`config.mk`:
```
export PLATFORM = sky130hd
export DESIGN_NAME = vga_sync_monitor
export DESIGN_NICKNAME = d
export VERILOG_FILES = /design/src/rtl/vga_sync_monitor.sv
export SDC_FILE = /design/constraint.sdc
export NUM_CORES = 1
export LEC_CHECK = 0
export CORE_AREA = 3 3 86 88
export CTS_CLUSTER_DIAMETER = 30
export DETAILED_ROUTE_END_ITERATION = 16
export DIE_AREA = 0 0 89 91
export PLACE_DENSITY = 0.83
export SYNTH_ARGS = -nofsm -noshare
export SYNTH_HDL_FRONTEND = slang
export SYNTH_SLANG_ARGS = --single-unit
```
`constraint.sdc`:
```
create_clock -name i_clk -period 1.75 [get_ports i_clk]
set_input_delay 0.35 -clock i_clk [delete_from_list [all_inputs] [get_ports i_clk]]
set_output_delay 0.35 -clock i_clk [all_outputs]
set_load 0.005 [all_outputs]
```
`src/rtl/vga_sync_monitor.sv`:
```
// vga_sync_monitor
//
// Watches a VGA-style sync stream (active-low hsync/vsync plus blank_n) and
// decides whether it matches the expected raster geometry. Once a configurable
// number of consecutive good frames has been seen the monitor reports lock and
// publishes active-pixel coordinates. Any bad line or bad frame while locked
// raises a one-cycle error pulse and drops back to searching.
//
// Parameters
//   H_TOTAL      pixel clocks per line
//   V_TOTAL      lines per frame
//   LOCK_FRAMES  consecutive good frames required for lock (1..7)
//
// Ports
//   i_clk          pixel clock, rising edge
//   i_rst          synchronous active-high reset
//   i_hsync_n      horizontal sync, active-low, synchronous to i_clk
//   i_vsync_n      vertical sync, active-low, synchronous to i_clk
//   i_blank_n      high during active video
//   o_x, o_y       active pixel column / row (1-cycle latency from i_blank_n)
//   o_pixel_valid  o_x/o_y denote an active pixel while locked
//   o_locked       high while the timing is locked
//   o_frame_start  one-cycle pulse after each vsync falling edge while locked
//   o_line_error   one-cycle pulse on a bad line length while locked
//   o_frame_error  one-cycle pulse on a bad lines-per-frame count while locked
//   o_err_count    error event counter
//
// Build option
//   VGA_SYNC_MONITOR_STATS_EN  when defined, o_err_count counts cycles with an
//                              error pulse (saturating at 65535, cleared only by
//                              reset); otherwise o_err_count is tied to 0.

module vga_sync_monitor #(
  parameter int H_TOTAL     = 800,
  parameter int V_TOTAL     = 525,
  parameter int LOCK_FRAMES = 2
) (
  input  logic        i_clk,
  input  logic        i_rst,
  input  logic        i_hsync_n,
  input  logic        i_vsync_n,
  input  logic        i_blank_n,
  output logic [9:0]  o_x,
  output logic [9:0]  o_y,
  output logic        o_pixel_valid,
  output logic        o_locked,
  output logic        o_frame_start,
  output logic        o_line_error,
  output logic        o_frame_error,
  output logic [15:0] o_err_count
);

  localparam logic [9:0] H_LAST = 10'(H_TOTAL - 1);
  localparam logic [9:0] V_LAST = 10'(V_TOTAL - 1);
  localparam logic [2:0] LOCK_N = 3'(LOCK_FRAMES);

  typedef enum logic [1:0] {
    SEARCH  = 2'd0,
    ACQUIRE = 2'd1,
    LOCKED  = 2'd2
  } state_t;

  function automatic logic [9:0] sat_inc10(input logic [9:0] v);
    return (v == 10'h3FF) ? v : v + 10'd1;
  endfunction

  // Previous-sample registers for edge detection
  logic hsync_n_p0;
  logic vsync_n_p0;
  logic blank_n_p0;

  logic hs_fall;
  logic vs_fall;
  logic bl_fall;

  logic [9:0] h_cnt;
  logic [9:0] v_cnt;
  logic       lines_ok;
  logic       line_bad;
  logic       frame_good;

  state_t     state;
  state_t     state_nxt;
  logic [2:0] good_cnt;
  logic [2:0] good_cnt_nxt;
  logic       line_err_nxt;
  logic       frame_err_nxt;
  logic       frame_start_nxt;

  logic [9:0] x_cnt;
  logic [9:0] y_cnt;
  logic [9:0] x_p1;
  logic [9:0] y_p1;
  logic       vld_p1;

  // ---- stage p0: input history, edge detect ----
  // Reset loads ones so a low sync level right after reset is not an edge.
  always_ff @(posedge i_clk) begin
    if (i_rst) begin
      hsync_n_p0 <= 1'b1;
      vsync_n_p0 <= 1'b1;
      blank_n_p0 <= 1'b1;
    end else begin
      hsync_n_p0 <= i_hsync_n;
      vsync_n_p0 <= i_vsync_n;
      blank_n_p0 <= i_blank_n;
    end
  end

  assign hs_fall = hsync_n_p0 & ~i_hsync_n;
  assign vs_fall = vsync_n_p0 & ~i_vsync_n;
  assign bl_fall = blank_n_p0 & ~i_blank_n;

  // h_cnt holds H_TOTAL-1 on the cycle of the next hsync edge when the line
  // has the right length. v_cnt counts hsync edges since the last vsync edge;
  // vsync edges coincide with an hsync edge, which is not counted again.
  always_ff @(posedge i_clk) begin
    if (i_rst) begin
      h_cnt    <= '0;
      v_cnt    <= '0;
      lines_ok <= 1'b0;
    end else begin
      h_cnt <= hs_fall ? 10'd0 : sat_inc10(h_cnt);
      if (vs_fall)
        v_cnt <= '0;
      else if (hs_fall)
        v_cnt <= sat_inc10(v_cnt);
      if (vs_fall)
        lines_ok <= 1'b1;
      else if (line_bad)
        lines_ok <= 1'b0;
    end
  end

  assign line_bad   = hs_fall && (h_cnt != H_LAST);
  // A line ending on the vsync edge itself still belongs to the closing frame.
  assign frame_good = (v_cnt == V_LAST) && lines_ok && !line_bad;

  // ---- lock FSM ----
  always_ff @(posedge i_clk) begin
    if (i_rst) begin
      state         <= SEARCH;
      good_cnt      <= '0;
      o_line_error  <= 1'b0;
      o_frame_error <= 1'b0;
      o_frame_start <= 1'b0;
    end else begin
      state         <= state_nxt;
      good_cnt      <= good_cnt_nxt;
      o_line_error  <= line_err_nxt;
      o_frame_error <= frame_err_nxt;
      o_frame_start <= frame_start_nxt;
    end
  end

  always_comb begin
    state_nxt       = state;
    good_cnt_nxt    = good_cnt;
    line_err_nxt    = 1'b0;
    frame_err_nxt   = 1'b0;
    frame_start_nxt = 1'b0;
    case (state)
      SEARCH: begin
        // The partial frame seen before the first vsync edge is ignored.
        if (vs_fall) begin
          state_nxt    = ACQUIRE;
          good_cnt_nxt = '0;
        end
      end
      ACQUIRE: begin
        if (vs_fall) begin
          if (frame_good) begin
            good_cnt_nxt = good_cnt + 3'd1;
            if (good_cnt_nxt == LOCK_N)
              state_nxt = LOCKED;
          end else begin
            state_nxt    = SEARCH;
            good_cnt_nxt = '0;
          end
        end
      end
      LOCKED: begin
        line_err_nxt  = line_bad;
        frame_err_nxt = vs_fall && !frame_good;
        if (line_err_nxt || frame_err_nxt)
          state_nxt = SEARCH;
        else if (vs_fall)
          frame_start_nxt = 1'b1;
      end
      default: begin
        state_nxt    = SEARCH;
        good_cnt_nxt = '0;
      end
    endcase
  end

  assign o_locked = (state == LOCKED);

  // ---- active-area counters ----
  // x_cnt is the column of the next active pixel; y_cnt the current row.
  always_ff @(posedge i_clk) begin
    if (i_rst) begin
      x_cnt <= '0;
      y_cnt <= '0;
    end else begin
      x_cnt <= i_blank_n ? sat_inc10(x_cnt) : 10'd0;
      if (vs_fall)
        y_cnt <= '0;
      else if (bl_fall)
        y_cnt <= sat_inc10(y_cnt);
    end
  end

  // ---- stage p1: registered pixel outputs ----
  // Valid is qualified with the lock state that will be current while it is
  // presented, so it always equals delayed blank_n AND o_locked.
  always_ff @(posedge i_clk) begin
    if (i_rst) begin
      x_p1   <= '0;
      y_p1   <= '0;
      vld_p1 <= 1'b0;
    end else begin
      x_p1   <= i_blank_n ? x_cnt : 10'd0;
      y_p1   <= y_cnt;
      vld_p1 <= i_blank_n && (state_nxt == LOCKED);
    end
  end

  assign o_x           = x_p1;
  assign o_y           = y_p1;
  assign o_pixel_valid = vld_p1;

`ifdef VGA_SYNC_MONITOR_STATS_EN
  function automatic logic [15:0] sat_inc16(input logic [15:0] v);
    return (v == 16'hFFFF) ? v : v + 16'd1;
  endfunction

  logic [15:0] err_cnt;

  // One count per cycle with any error pulse, even if both fire together.
  always_ff @(posedge i_clk) begin
    if (i_rst)
      err_cnt <= '0;
    else if (o_line_error || o_frame_error)
      err_cnt <= sat_inc16(err_cnt);
  end

  assign o_err_count = err_cnt;
`else
  assign o_err_count = 16'd0;
`endif

endmodule
```
Word-level counts from Yosys, hierarchy flattened
Cells that the tools add are included.
{ "totals": {"word_cells": 73, "in_bits": 5, "ff_bits": 73} }
{ "op_classes": {"bitwise_logic": 9, "mux": 13, "n_reduce_logical": 18, "add_sub_neg": 5, "eq_ne": 12} }
{ "op_table": {"columns": ["op", "count"], "rows": [
  ["equality test 10 bit (second input constant)", 5],
  ["adder 10 x 1 -> 10 bit (second input constant)", 4],
  ["2-to-1 mux 2 bit", 5],
  ["!= test 10 bit (second input constant)", 1],
  ["2-to-1 mux 3 bit", 3],
  ["one-hot mux 3 bit (3 select lines)", 1],
  ["OR reduction 2 bit", 4],
  ["inverter 1 bit", 6],
  ["one-hot mux 2 bit (3 select lines)", 1],
  ["logical AND 1 bit", 5],
  ["equality test 2 bit (second input constant)", 2],
  ["!= test 2 bit (second input constant)", 2],
  ["AND reduction 2 bit", 2],
  ["adder 3 x 1 -> 3 bit (second input constant)", 1],
  ["AND 1 bit", 3],
  ["equality test 3 x 2 -> 1 bit (second input constant)", 1],
  ["2-to-1 mux 1 bit", 3],
  ["AND reduction 3 bit", 1],
  ["OR reduction 3 bit", 1],
  ["equality test 2 x 1 -> 1 bit (second input constant)", 1],
  ["logical NOT 1 bit", 2],
  ["logical NOT 2 bit", 1],
  ["nonzero test 2 bit", 1],
  ["logical OR 1 bit", 1]
]} }

Depth between registers and ports, before layout
{ "depth": {"word_depth": 12, "depth_mapped": 6, "ltp_nobuf": 6} }

Worst setup path after synthesis
OpenSTA, ideal clock, no wires.
{ "synth_timing": {"path_type": "reg-to-reg", "start": "register h_cnt[0]", "end": "register h_cnt[0]", "synth_period_minus_slack_ps": 1676, "stages_incl_launch_ff": 7, "setup_slack_ps": 74, "arrival_time_ps": 1549, "required_time_ps": 1623, "path_cell_list": "dfxtp_1 -> ha_1 -> nand4_1 -> clkbuf_1 -> or3_1 -> xnor2_1 -> nor2_1"} }
{ "synth_between": {"elab_chain_len": 1, "elab_cells_between_ends": 2, "classes_between": "1 x add/sub; 1 x eq/ne"} }
{ "synth_lines": {"columns": ["element", "line", "source"], "rows": [
  ["start: declaration", "76", "logic [9:0] h_cnt;"],
  ["start signal: assignment", "123", "h_cnt <= hs_fall ? 10'd0 : sat_inc10(h_cnt);"],
  ["adder 10 x 1 -> 10 bit or equality test 10 bit (tied branches)", "64", "return (v == 10'h3FF) ? v : v + 10'd1;"]
]} }
Several ways; a longest one is shown, not always the timed one.
A chain may end at the register's enable or synchronous reset.

Worst setup path in the final report
{ "layout_timing": {"start": "register v_cnt[6]", "end": "register good_cnt[2]"} }
{ "layout_between": {"elab_chain_len": 6} }
{ "layout_lines": {"columns": ["element", "line", "source"], "rows": [
  ["start: declaration", "77", "logic [9:0] v_cnt;"],
  ["start signal: assignment", "127", "v_cnt <= sat_inc10(v_cnt);"],
  ["equality test 10 bit", "137", "assign frame_good = (v_cnt == V_LAST) && lines_ok && !line_bad;"],
  ["logical AND 1 bit (2 in a row)", "137", null],
  ["2-to-1 mux 3 bit", "172", "if (frame_good) begin"],
  ["2-to-1 mux 3 bit", "171", "if (vs_fall) begin"],
  ["one-hot mux 3 bit (3 select lines)", "162", "case (state)"],
  ["end signal: assignment", "149", "good_cnt <= good_cnt_nxt;"],
  ["end: declaration", "84", "logic [2:0] good_cnt;"]
]} }
Every way passes these cells. The select of a mux whose other input is x is not followed.

==> run_results.csv <==
group,metric,value,unit
status,status,"finished, violations left",
status,violations,"setup timing",
cells_and_area,mostFrequentLayoutCells,"70 x dfxtp_1, 32 x nor2_1, 28 x clkdlybuf4s50_1",
cts,clk_latency,350,ps
die,ios,46,
detailed_routing,via_per_inst,5.20,
cts,ctsHtreeMaxLevel,3,
setup_path,crit_type,"reg -> reg",
timing,tightest_slew,491,ps
cts,cts_inserted_buffers,9,
synth,muxShareOfSynthArea,1.58,%
placement,dp_hpwl,4.18,mm
die,die_area,0.00810,mm2
timing,slew_violations,0,
cts,clkSlewWorstSetupHoldPaths,80,ps
synth,synth_cells,348,
timing,fmax,561,MHz
power,p_total,0.00300,W
cts,hold_buffers,0,
synth,avgSynthCellArea,9.08,um2
power,ir_worst_vdd,0.000382,V
timing,layout_setup_ws,-31.1,ps
synth,synthXorXnorAreaFrac,3.88,%
detailed_routing,wl_per_cell,12.2,um
cells_and_area,fill_cells,553,
setup_path,required,2030,ps
timing,fin_setup_tns,-31.1,ps
cts,clock-root-buffer,"clkbuf_8",
detailed_routing,drt-total-wl,5.98,mm
synth,synthAdderAreaFrac,2.77,%
synth,synth_top_cell_area_share,46.2,%
synth,synth.area.top_cells,"dfxtp_1 46%, buf_4 3.8%, nor2_1 3.8%",
global_routing,first_global_vias,2326,
synth,synth_ff_type,"dfxtp_1",
detailed_routing,vias,2544,
synth,ys_seq_area_share,46.2,%
timing,finalCriticalPeriod,1780,ps
detailed_routing,first_iter_violations,87,
flow_run,drv_cap,0,
detailed_routing,drc_errors,0,
setup_path,cp_max_fo,6,
setup_path,crit_slowest_cell,"or4_4",
synth,yosys.area.top_type,"dfxtp_1",
detailed_routing,ant_nets,0,
synth,synthSimpleGateAreaFrac,27.0,%
synth,synth_compound_area_share,12.3,%
cts,cts_tree,"built",
setup_path,cp-end-kind,"flop",
setup_path,reg2reg_depth,4,
timing,skew,10.4,ps
global_routing,gr-usage-all-layers,15.0,%
die,rows,30,
cells_and_area,multiInputGateArea,0.00158,mm2
hold_path,hold_depth,2,
synth,ys_ff_latch,73,
timing,maxSlewHeadroom,67.0,%
cts,cts_max_path_buffers,2,
synth,synthesis.area,0.00316,mm2
cells_and_area,syn_to_final_growth,21.7,%
global_routing,grt_max_degree,14,
global_routing,grt_pass1_wl,9.80,mm
cells_and_area,final_common_cell,"dfxtp_1",
die,floorplan.die.height,91,um
power,p_leak,1.42,nW
synth,synth-edff-count,0,
cells_and_area,regArea,0.00147,mm2
die,start_util,47.0,%
timing,rsz0062_at_grt,"true",
die,core_area,0.00672,mm2
global_routing,grt_overflow,0,
global_routing,antenna_found_initial,0,
timing,finalHoldViolCount,0,
cts,cts.sinks,73,
setup_path,worst_path_largest_cell_delay,560,ps
setup_path,crit_chain,"or4_4, nor3_4, o2111ai_1, a21oi_1",
placement,dp_slack,-152,ps
setup_path,arrival,2060,ps
synth,yosys_warnings,0,
cells_and_area,diodes,0,
synth,synth_top_family_by_area,"simple AND/OR/NAND/NOR gates",
hold_path,worstHoldPathType,"reg -> reg",
placement,place.gp.congestion,0.873,
cells_and_area,fin_nets,416,
synth,ys_types,50,
cells_and_area,drive_gt1_share,13.2,%
placement,portBuffers,29,
setup_path,crit_path_start_kind,"flop",
timing,setup_violations,1,
placement,dpl_cell_area,0.00361,mm2
cells_and_area,stdcell_area,0.00384,mm2
synth,async_flop_share,0,%
timing,min_period_over_period,102,%
die,die_w,89,um
detailed_routing,dr.pass1.iters,4,
power,power_density,780,mW/mm2
critical path, delay by kind of cell, from the launching register on:
kind	cells	cell delay [ps]
compound gates	2	410
flops	1	350
simple gates	2	940
cell families after synthesis:
family | count (synthesis)
AOI/OAI and AO/OA | 60
xor gates and xnor gates | 14
and+or+nand+nor | 153
other | 1
buffers and inverters | 35
DFF | 73
muxes | 5
adders and majority gates | 7
path summary, 6_finish.rpt:
check	from	endpoint	slack (ps)
worst max-delay path	v_cnt[6]	good_cnt[2]	-30
worst min-delay path	h_cnt[1]	h_cnt[1]	490
worst max register to register	v_cnt[6]	good_cnt[2]	-30
worst min register to register	h_cnt[1]	h_cnt[1]	490
synth_stat cells (3+ instances only):
library cell   n
inv_1          9
o31ai_1        7
buf_4         16
and2_1        10
clkbuf_1       9
mux2i_1        5
nand2_1       18
dfxtp_1       73
nand3_1       14
xnor2_1        7
ha_1           7
xor2_1         7
or2_1          5
o211ai_1       4
nor2b_1       18
o21ai_0        9
nand4b_1       4
nor3b_1        3
nor3_1        10
nand4_1        7
nand2b_1       4
and3_1         7
o21ai_1        5
or3_1          7
nor2_1        32
a31oi_1        7
a21oi_1       17
state kept, by name, summed over array words and instances (netlist names), 2 cells and up:
name      flops
x_cnt        10
good_cnt      3
o_x          10
o_y          10
h_cnt        10
state         2
v_cnt        10
y_cnt        10
final cells by class:
class,count,area share [%]
inverter,9,0.879
sequential,73,38.1
multi-input combinational,255,41.2
tap,80,2.60
clock buffer,10,3.32
timing repair buffer,56,12.8
clock inverter,6,1.14
repair_timing:
item,CTS,global route
pin swaps,0,6
gates resized for setup,3,4
setup endpoints to repair,1,7
setup buffers,0,5
layer usage:
layer | up-vias | part of all wire [%] | track usage (%)
li1 | 1301 | - | -
met1 | 1171 | 44 | 18.1
met2 | 62 | 49 | 24.2
met3 | 10 | 4.8 | 4.81
met4 | 0 | 1.5 | 6.08
met5 | - | 0 | 0
per-stage QoR:
stage | instances | hold WS (ps) | util (%)
6_report | 489 | 488 | 57.2
5_1_grt | 489 | 516 | 57.2
4_1_cts | 484 | 495 | 56.4
3_5_place_dp | 468 | 477 | 53.8
3_3_place_gp | 468 | 454 | 53.8
2_1_floorplan | 363 | 445 | -
power breakdown:
part           total, W  internal (W)  switching, W
sequential      0.00170       0.00168     0.0000160
combinational  0.000156     0.0000721     0.0000842
clock           0.00115      0.000519      0.000630
Power figures use the tool's default switching activity.
